[config.mk]
export PLATFORM = sky130hd
export DESIGN_NAME = ctrl_batch_rev
export DESIGN_NICKNAME = d
export VERILOG_FILES = /design/src/rtl/ctrl_batch_rev.sv
export SDC_FILE = /design/constraint.sdc
export NUM_CORES = 1
export LEC_CHECK = 0
export BUFFER_PORTS_ARGS = -buffer_cell sky130_fd_sc_hd__clkbuf_2
export CORE_AREA = 5 5 173 242
export DETAILED_ROUTE_END_ITERATION = 8
export DIE_AREA = 0 0 178 247
export GPL_TIMING_DRIVEN = 0
export PLACE_DENSITY = 0.73
export RECOVER_POWER = 25
export SLEW_MARGIN = 10
export SYNTH_ARGS = -nofsm -noshare
export SYNTH_HDL_FRONTEND = slang
export SYNTH_SLANG_ARGS = --single-unit
[constraint.sdc]
create_clock -name clk -period 2.2 [get_ports clk]
set_clock_uncertainty 0.15 [all_clocks]
set_input_delay 0.22 -clock clk [delete_from_list [all_inputs] [get_ports clk]]
set_output_delay 0.22 -clock clk [all_outputs]
set_load 0.03 [all_outputs]
[src/rtl/ctrl_batch_rev.sv]
// ctrl_batch_rev: ping-pong batch buffer emitting each DEPTH-sample batch time-reversed
module ctrl_batch_rev #(
  parameter int N = 4,
  parameter int DEPTH = 64
) (
  input  logic         clk,
  input  logic         rst,
  input  logic         in_valid,
  input  logic [N-1:0] in_ctrl,
  output logic         rev_valid,
  output logic [N-1:0] rev_sel,
  output logic         batch_start,
  output logic         primed
);
  localparam int AW = $clog2(DEPTH);
  localparam logic [AW-1:0] last = AW'(DEPTH - 1);
  localparam logic [0:0] s_fill = 1'b0;
  localparam logic [0:0] s_run = 1'b1;
  logic [N-1:0] bank0 [DEPTH];
  logic [N-1:0] bank1 [DEPTH];
  logic [AW-1:0] wr_cnt, rd_cnt;
  logic [0:0] state;
  logic wsel;
  logic [N-1:0] rd_data;
  assign rd_data = wsel ? bank0[rd_cnt] : bank1[rd_cnt];
  assign primed = state == s_run;
  always_ff @(posedge clk)
    if (in_valid && !rst) begin
      if (wsel) bank1[wr_cnt] <= in_ctrl;
      else bank0[wr_cnt] <= in_ctrl;
    end
  // the last read of a batch (rd_cnt=0) coincides with the swap, so reloading rd_cnt loses nothing
  always_ff @(posedge clk)
    if (rst) begin
      state <= s_fill;
      wr_cnt <= '0;
      rd_cnt <= last;
      wsel <= 1'b0;
      rev_valid <= 1'b0;
      rev_sel <= '0;
      batch_start <= 1'b0;
    end else begin
      rev_valid <= in_valid && state == s_run;
      batch_start <= in_valid && state == s_run && rd_cnt == last;
      if (in_valid) begin
        wr_cnt <= wr_cnt + 1'b1;
        if (state == s_run) begin
          rev_sel <= rd_data;
          rd_cnt <= rd_cnt - 1'b1;
        end
        if (wr_cnt == last) begin
          wsel <= ~wsel;
          rd_cnt <= last;
          state <= s_run;
        end
      end
    end
endmodule
==> metrics, run 1 <==
status=finished with violations; failing checks=max-capacitance violations, max-slew violations, negative setup slack; Seq/Total Area, Yosys=74.02%; unrepaired setup endpoints after global routing=true; CTS tree=yes; Clock Sink Count=538; clk root buf=clkbuf_16; mux share of post-synthesis cell area=15.70%; Pwr Density=785.6 nW/um^2; Final Max Tran Viols=133; vias in the first global route=11240; Tot GR Track Use=22.37%; worst setup path class=reg2reg; Final Cycle Share=111.5%; initial antenna violation count=0; Critical Path Sink Type=flip-flop; XOR/XNOR Fraction of Synth Area=0.3671%; routed wire length=48030 um; Synth Flop Type=edfxtp_1; H-tree depth=2; IO buf count=13; most frequent cells in the layout=512 x edfxtp_1, 106 x mux4_2, 72 x nor2_1; HP Class=in2reg; Worst EP required=2.51 ns; layout cells sized above 1=33.58%; die area=43970 sq um; clk_lat worst skew=0.56 ns; largest family of logic cells by synthesized area=multiplexers; Max-slew headroom=-21.74%; Site Rows=86; Post-Synth Simple-Gate Area=5.495%; P_leak=0.008133 uW; fin util=63.20%; Max Cap Viol=2; Post-route DRC=0; Vias=10880; CTS buffer count=49; worst slew pin tran=1.826 ns; Post-Syn Instances=1134; # setup viols final=4; crit-path most repeated cell=buf_12; asr flop ratio synth=0%; minimum clock period=2.453 ns; Yosys cell types=46; yosys synthesis warning count=0; final hold viol count=0; # diodes=0; Post-DRT Antenna Nets=0; RD Place Congestion=0.9307; Finished Cell Area=24820 sq um; Layout area overhead=15.59%; routed vias/inst=6.158; CTS Buffer Depth=3; number of synthesized flops with an enable pin=512; Critical Path AT=2.77 ns; Synth Area in Compound Gates=2.197%; Adder-Cell Fraction of Synth Area=0.1748%; Fmax=0.4077 GHz; dpl hpwl=31520 um; Initial Util=54.67%; final worst slack=-0.2526 ns; VDD IR max=0.0006564 V; core area=39280 sq um; Reg clk slew, reported paths=0.06 ns; commonest non-fill, non-tap cell in the layout=edfxtp_1; Nets=1213; drt first pass iters=5; crit-path max FO=10; Post-Place Cell Area=22330 sq um; IO Count=14; Avg WL per Cell=27.18 um; syn nets=1144; first-pass GRT wire length=71990 um; critical path's slowest cell=a221oi_1; Setup TNS=-0.9214 ns; Cell Area, Synth=21470 sq um; die span in x=178 um; worst hold slack=0.1366 ns; Iter 0 DRT Violations=1083; Die H=247 um; CP Cell Sequence=buf_8 > buf_12 > buf_12 > buf_16 > buf_12 > mux2i_1 > a22o_1 > o21ai_0 > nand4b_1 > a221oi_1; critical path launch point type=flip-flop; hold_buf cts=0; #FFs+latches synth=538; largest net degree at the start of global routing=129; Avg Inst Size Synth=18.94 sq um; crit-path max cell delay=0.33 ns; remaining global-route overflow=0
[sequential cells by signal (all words and copies together), names as in the netlist, named ones only]
name / count
wr_cnt: 6
primed: 1
bank1: 256
batch_start: 1
rd_cnt: 6
rev_valid: 1
bank0: 256
rev_sel: 4
wsel: 1
[layout make-up]
cell class / instances / area, sq um
clock inverters: 25 / 142.6
repair buffers: 30 / 252.7
fillers: 2627 / 14460
inverters: 7 / 26.28
multi-input cells: 524 / 5899
clock buffers: 62 / 1345
flip-flops and latches: 538 / 15900
plain buffers: 53 / 590.6
well taps: 528 / 660.6
[power breakdown]
part	switching (uW)	total, uW	internal (uW)	leakage, uW
Sequential	10.1	11200	11200	0.00481
Combinational	267	316	48.1	0.00258
Clock	3540	7960	4420	0.000738
[logic make-up after synthesis]
| group | after synthesis |
|---|---|
| DFF | 538 |
| and+or+nand+nor | 267 |
| muxes | 180 |
| buffers and inverters | 72 |
| AOI/OAI and AO/OA | 65 |
| xor gates and xnor gates | 9 |
| adders and majority gates | 3 |
[worst max-delay path: cells and delay by family, from the launching register on]
| kind | cells | cell delay [ns] |
|---|---|---|
| buf+inv | 5 | 0.74 |
| flops | 1 | 0.32 |
| compound gates | 3 | 0.72 |
| mux | 1 | 0.14 |
| simple gates | 1 | 0.25 |
[path summary, 6_finish.rpt]
check	from	endpoint	slack, ns	depth (start not counted)
setup / recovery	flip-flop	rev_sel[3]	-0.25	10
hold / removal	in_valid	wr_cnt[1]	0.14	4
setup reg to reg	flip-flop	rev_sel[3]	-0.25	10
hold reg to reg	rd_cnt[5]	batch_start	0.33	2
[per-stage QoR]
| step | instances | setup slack (ns) | power, uW |
|---|---|---|---|
| after floorplan | 1134 | -0.01626 | 11500 |
| after global placement | 1675 | -0.8143 | 11700 |
| after detailed placement | 1678 | -0.8931 | 11720 |
| after CTS | 1770 | -0.2324 | 19590 |
| after global routing | 1767 | -0.3258 | 20040 |
| final | 1767 | -0.2526 | 19500 |
[repair_timing]
item	CTS	global route
pin swaps	18	13
cloned	1	0
setup endpoints to repair	528	267
gates resized for setup	234	44
buffers inserted	12	1
[metal layers]
metal	track usage [%]	vias to the layer above	share of wire, %
li1	-	4697	-
met1	27.59	5624	35
met4	8.240	0	3.8
met3	3.104	121	6.2
met2	40.23	439	55
met5	0	-	0
[cells in the mapped netlist, types with 9 or more instances]
master    instances  area (sq um)
buf_2            11         55.05
buf_6            10         112.6
clkbuf_1         31         116.4
dfxtp_1          26         520.5
edfxtp_1        512         15370
mux2_2           14         157.7
mux2i_1          48         480.5
mux4_1           20         525.5
mux4_2           98          2207
nand2_1          37         138.9
nand3_1          19         95.09
nor2_1          158         593.1
nor2b_1          11         68.82
o21ai_0          10         50.05
or3_1             9         56.30
Power figures use the tool's default switching activity.
==> run 2, diff against run 1 <==
--- a/config.mk
+++ b/config.mk
@@ -5,10 +5,11 @@
 export SDC_FILE = /design/constraint.sdc
 export NUM_CORES = 1
 export LEC_CHECK = 0
+export ABC_AREA = 1
 export BUFFER_PORTS_ARGS = -buffer_cell sky130_fd_sc_hd__clkbuf_2
-export CORE_AREA = 5 5 173 242
+export CORE_AREA = 2 2 174 244
 export DETAILED_ROUTE_END_ITERATION = 8
-export DIE_AREA = 0 0 178 247
+export DIE_AREA = 0 0 176 246
 export GPL_TIMING_DRIVEN = 0
 export PLACE_DENSITY = 0.73
 export RECOVER_POWER = 25
==> metrics, run 2 <==
Setup TNS=-0.1757 ns; Worst R2R End=bank0[8][0]; Tot GR Track Use=30.11%; Reg clk slew, reported paths=0.07 ns; Post-DRT Antenna Nets=0; status=finished with violations; leading area contributor after synthesis=edfxtp_1; minimum clock period=2.233 ns; CP Cell Sequence=clkbuf_1 > inv_1 > nand3_2 > clkbuf_2 > nor2_2; # setup viols final=12; Yosys cell types=28; post-synth top area share=68.65%; Seq/Total Area, Yosys=70.98%; syn nets=2004; die span in x=176 um; top-count cell post-synth=nand2_1; P_leak=0.008967 uW; Fmax=0.4478 GHz; routed vias/inst=5.987; WHS Endpoint=batch_start; Synth area leaders=edfxtp_1 69%, nand3_1 11%, nand2_1 10%, nor2_1 2.3%, dfxtp_1 2.3%; RD Place Congestion=0.9912; hold wc startpoint=rd_cnt[5]; FF-to-FF Start=wsel; Min-Delay Path Depth=2; core area=41070 sq um; layout cells sized above 1=17.35%; failing checks=negative setup slack; initial antenna violation count=0; Sw Ratio=19.79%; IO buf count=11; Nets=2084; Die H=246 um; vias in the first global route=15530; CTS Buffer Depth=3; clock group share of total power=41.2%; number of synthesized flops with an enable pin=512; IO Count=14; Avg WL per Cell=24.45 um; Logic pwr share=1.7%; worst slew pin tran=1.235 ns; Iter 0 DRT Violations=1797; r2r setup slk=-0.03 ns; yosys synthesis warning count=0; first-pass GRT wire length=93340 um; Cell Area, Synth=22400 sq um; clk_lat worst skew=0.59 ns; HP Class=reg2reg; crit-path max FO=10; critical path's slowest cell=nor2_2; synth cell count leaders=621 x nand2_1, 512 x edfxtp_1, 495 x nand3_1, 140 x nor2_1, 52 x buf_2; switching power=3888 uW; Pwr Density=764.1 nW/um^2; most frequent cells in the layout=618 x nand2_1, 512 x edfxtp_1, 469 x nand3_1; Clock Sink Count=538; top flop regs=bank0: 256 flops, bank1: 256 flops; critical path launch point type=flip-flop; remaining global-route overflow=0; Max Cap Viol=0; Avg Inst Size Synth=11.23 sq um; Final Cycle Share=101.5%; drt first pass iters=6; Internal Pwr Total=15760 uW; Vias=15870; #FFs+latches synth=538; dpl ws=-0.8148 ns; die area=43300 sq um; dpl hpwl=45160 um; Post-route DRC=0; commonest non-fill, non-tap cell in the layout=nand2_1; final worst slack=-0.03303 ns; largest net degree at the start of global routing=89; Worst EP required=2.27 ns; asr flop ratio synth=0%; Synth Flop Type=edfxtp_1; Critical Path Sink Type=flip-flop; final hold viol count=0; Layout area overhead=14.82%; unrepaired setup endpoints after global routing=true; R2R depth=5; # diodes=0; worst setup path class=reg2reg; CTS tree=yes; CTS buffer count=46; Flop pwr share=57.1%; clk root buf=clkbuf_16; crit-path max cell delay=0.40 ns; Initial Util=54.53%; Site Rows=88; routed wire length=64790 um; VDD IR max=0.0008311 V; H-tree depth=2; Max-slew headroom=17.65%; Final Max Tran Viols=0; Critical Path AT=2.31 ns; Post-Syn Instances=1994; CP startpoint=wsel
==> run 2: cell families (layout without fill, tap and decap cells) <==
kind of cell               count (synthesis)  count (layout)  synth area share (%)
adders and majority gates                  3               3                0.1676
DFF                                      538             538                 70.98
and+or+nand+nor                         1281            1281                 24.47
AOI/OAI and AO/OA                         22              22                0.5140
buffers and inverters                    150             266                 3.877
==> run 2: timing repair <==
item | in CTS | in global routing
hold buffers | 7 | 0
endpoints found under the setup margin | 497 | 354
gates resized for setup | 157 | 132
endpoints found under the hold margin | 151 | 0
setup buffers | 3 | 3
pin swaps | 1 | 9
==> run 2: power by group through the flow <==
stage          logic, uW  registers (uW)  clock network, uW
2_1_floorplan       56.3           11400                  0
3_3_place_gp         262           11500                  0
3_5_place_dp         310           11400                  0
4_1_cts              336           11200               8070
5_1_grt              349           11200               8440
6_report             337           11200               8090
==> run 2: how the worst max path moves through the flow <==
stage                         to  slack, ns  cells after the start
global route         bank0[3][2]      -0.11                      5
floorplan           bank1[57][0]       0.26                      4
global placement    bank1[61][0]      -1.30                      4
detailed placement  bank1[63][2]      -0.81                      4
CTS                   rev_sel[1]      0.002                     13
finish               bank0[8][0]      -0.03                      5
==> run 2: per-layer routing <==
| layer | vias to the layer above | share of wire, % | GRT usage [%] |
|---|---|---|---|
| met2 | 908 | 50 | 51.47 |
| met5 | - | 0 | 0 |
| met1 | 7569 | 33 | 33.41 |
| met4 | 0 | 8.6 | 23.48 |
| li1 | 7137 | - | - |
| met3 | 251 | 8.6 | 5.108 |
==> run 2: metrics by stage <==
| stage | std cells | utilization, % | cell area, sq um | power [uW] | hold WS [ns] |
|---|---|---|---|---|---|
| finish | 2650 | 62.61 | 25710 | 19650 | 0.3395 |
| global placement | 2545 | 56.31 | 23130 | 11730 | 0.3202 |
| CTS | 2648 | 61.78 | 25370 | 19630 | 0.3253 |
| detailed placement | 2555 | 56.87 | 23360 | 11750 | 0.3162 |
| global route | 2650 | 62.61 | 25710 | 20010 | 0.3776 |
| floorplan | 1994 | - | 22400 | 11490 | 0.1689 |
==> run 2: layout make-up <==
type | count | area [sq um]
plain buffers | 122 | 997.2
clock buffers | 54 | 1202
clock inverters | 30 | 276.5
fillers | 3086 | 15350
inverters | 26 | 103.9
multi-input cells | 1306 | 6246
flip-flops and latches | 538 | 15900
well taps | 540 | 675.6
repair buffers | 34 | 309.0
==> run 2: worst max-delay path: cells and delay by family, from the launching register on <==
| kind | cells | cell delay (ns) |
|---|---|---|
| AND/OR/NAND/NOR | 2 | 0.68 |
| flip-flops | 1 | 0.30 |
| buffers and inverters | 3 | 0.73 |
==> run 3, diff against run 2 <==
--- a/config.mk
+++ b/config.mk
@@ -8,11 +8,13 @@
 export ABC_AREA = 1
 export BUFFER_PORTS_ARGS = -buffer_cell sky130_fd_sc_hd__clkbuf_2
 export CORE_AREA = 2 2 174 244
+export CTS_BUF_LIST = sky130_fd_sc_hd__clkbuf_2
 export DETAILED_ROUTE_END_ITERATION = 8
 export DIE_AREA = 0 0 176 246
 export GPL_TIMING_DRIVEN = 0
 export PLACE_DENSITY = 0.73
 export RECOVER_POWER = 25
+export REMOVE_ABC_BUFFERS = 1
 export SLEW_MARGIN = 10
 export SYNTH_ARGS = -nofsm -noshare
 export SYNTH_HDL_FRONTEND = slang
==> metrics, run 3 (synthesis results as in run 2) <==
IO Count=14; Final Cycle Share=111.9%; final worst slack=-0.2608 ns; first-pass GRT wire length=87150 um; commonest non-fill, non-tap cell in the layout=nand2_1; unrepaired setup endpoints after global routing=true; Clock Sink Count=538; drt first pass iters=9; placed cells=2441; Avg WL per Cell=24.16 um; Critical Path Sink Type=flip-flop; Setup TNS=-2.049 ns; P_leak=0.009251 uW; Iter 0 DRT Violations=2437; Site Rows=88; Initial Util=54.53%; IO buf count=13; H-tree depth=3; Final Max Tran Viols=63; CTS Buffer Depth=3; CTS tree=yes; fin util=63.19%; minimum clock period=2.461 ns; Tot GR Track Use=27.14%; status=finished with violations; critical path launch point type=flip-flop; remaining global-route overflow=0; core area=41070 sq um; Layout area overhead=15.88%; Vias=16860; vias in the first global route=16010; Cell Count, Final, Fillers Out=2727; # setup viols final=49; Worst EP required=3.00 ns; HP Class=in2reg; Max Cap Viol=1; Post-DRT Antenna Nets=0; layout cells sized above 1=19.21%; routed wire length=65880 um; fillers=3008; Reg clk slew, reported paths=0.16 ns; Die H=246 um; crit-path max FO=6; clk root buf=clkbuf_2; Post-route DRC=1; failing checks=design-rule violations, max-capacitance violations, max-slew violations, negative setup slack; Fmax=0.4064 GHz; CTS buffer count=109; dpl hpwl=30890 um; Finished Cell Area=25950 sq um; Pwr Density=685.5 nW/um^2; Nets=2114; RD Place Congestion=0.8697; final hold viol count=0; top flop regs=bank0: 256 flops, bank1: 256 flops; worst slew pin tran=1.592 ns; VDD IR max=0.0004833 V; Post-Place Cell Area=22850 sq um; clk_lat worst skew=1.11 ns; largest net degree at the start of global routing=75; Max-slew headroom=-6.153%; worst setup path class=reg2reg; Critical Path AT=3.26 ns; initial antenna violation count=2; die area=43300 sq um; routed vias/inst=6.182; die span in x=176 um; most frequent cells in the layout=598 x nand2_1, 512 x edfxtp_1, 432 x nand3_1
run 3: metrics by stage:
step                hold slack, ns  power [uW]  setup slack, ns
floorplan                   0.1424       11490           -5.955
global placement            0.3581       11740           -10.63
detailed placement          0.3712       11770           -1.005
CTS                       0.005211       17680          -0.1307
global route                0.1543       18310          -0.2980
finish                      0.1975       17790          -0.2608
run 3: layout make-up:
cell class	count	area, sq um	share of cell area, %
Inverter	26	165.2	0.6364
Multi-Input combinational cell	1308	6296	24.26
Sequential cell	538	15920	61.36
Tap cell	540	675.6	2.603
Timing Repair inverter	9	132.6	0.5110
Antenna cell	1	2.502	0.009642
Clock inverter	45	316.6	1.220
Clock buffer	148	740.7	2.854
Timing Repair Buffer	112	1699	6.547
run 3: path summary, 6_finish.rpt:
check | startpoint | end | slack [ns] | cells after the start
worst max-delay path | wr_cnt[1] | rd_cnt[5] | -0.26 | 10
worst min-delay path | in_valid | wr_cnt[3] | 0.20 | 4
worst max register to register | wr_cnt[1] | rd_cnt[5] | -0.26 | 10
worst min register to register | rd_cnt[0] | flip-flop | 0.37 | 2
run 3: repair_timing:
action | in CTS | in global routing
hold buffers | 12 | 0
pin swaps | 4 | 45
resized for setup | 45 | 140
buffers inserted | 24 | 22
endpoints found under the hold margin | 666 | 0
cloned | 16 | 19
endpoints found under the setup margin | 474 | 432
run 3: worst max-delay path, cell delays in order, from the launching register on:
cell and delay (ns):
dfxtp_4 0.44, ha_2 0.21, nand2_1 0.08, nor2_2 0.22
nand2_2 0.13, nor2_4 0.17, nor2_2 0.11, inv_2 0.11
nand4_1 0.25, o21ai_1 0.28, nand3b_1 0.13
run 3: where the power goes:
group	total [uW]	switching, uW	internal (uW)
clock	6180	3750	2430
sequential	11200	11.9	11200
combinational	403	319	84.5
total	17800	4080	13700
run 3: per-layer routing:
metal  global-route usage, %  vias to the layer above  part of all wire (%)
li1                        -                     7283                     -
met1                   32.31                     7910                    32
met2                   45.62                     1301                    48
met3                   5.185                      364                    12
met4                   16.87                        0                   7.2
met5                       0                        -                     0
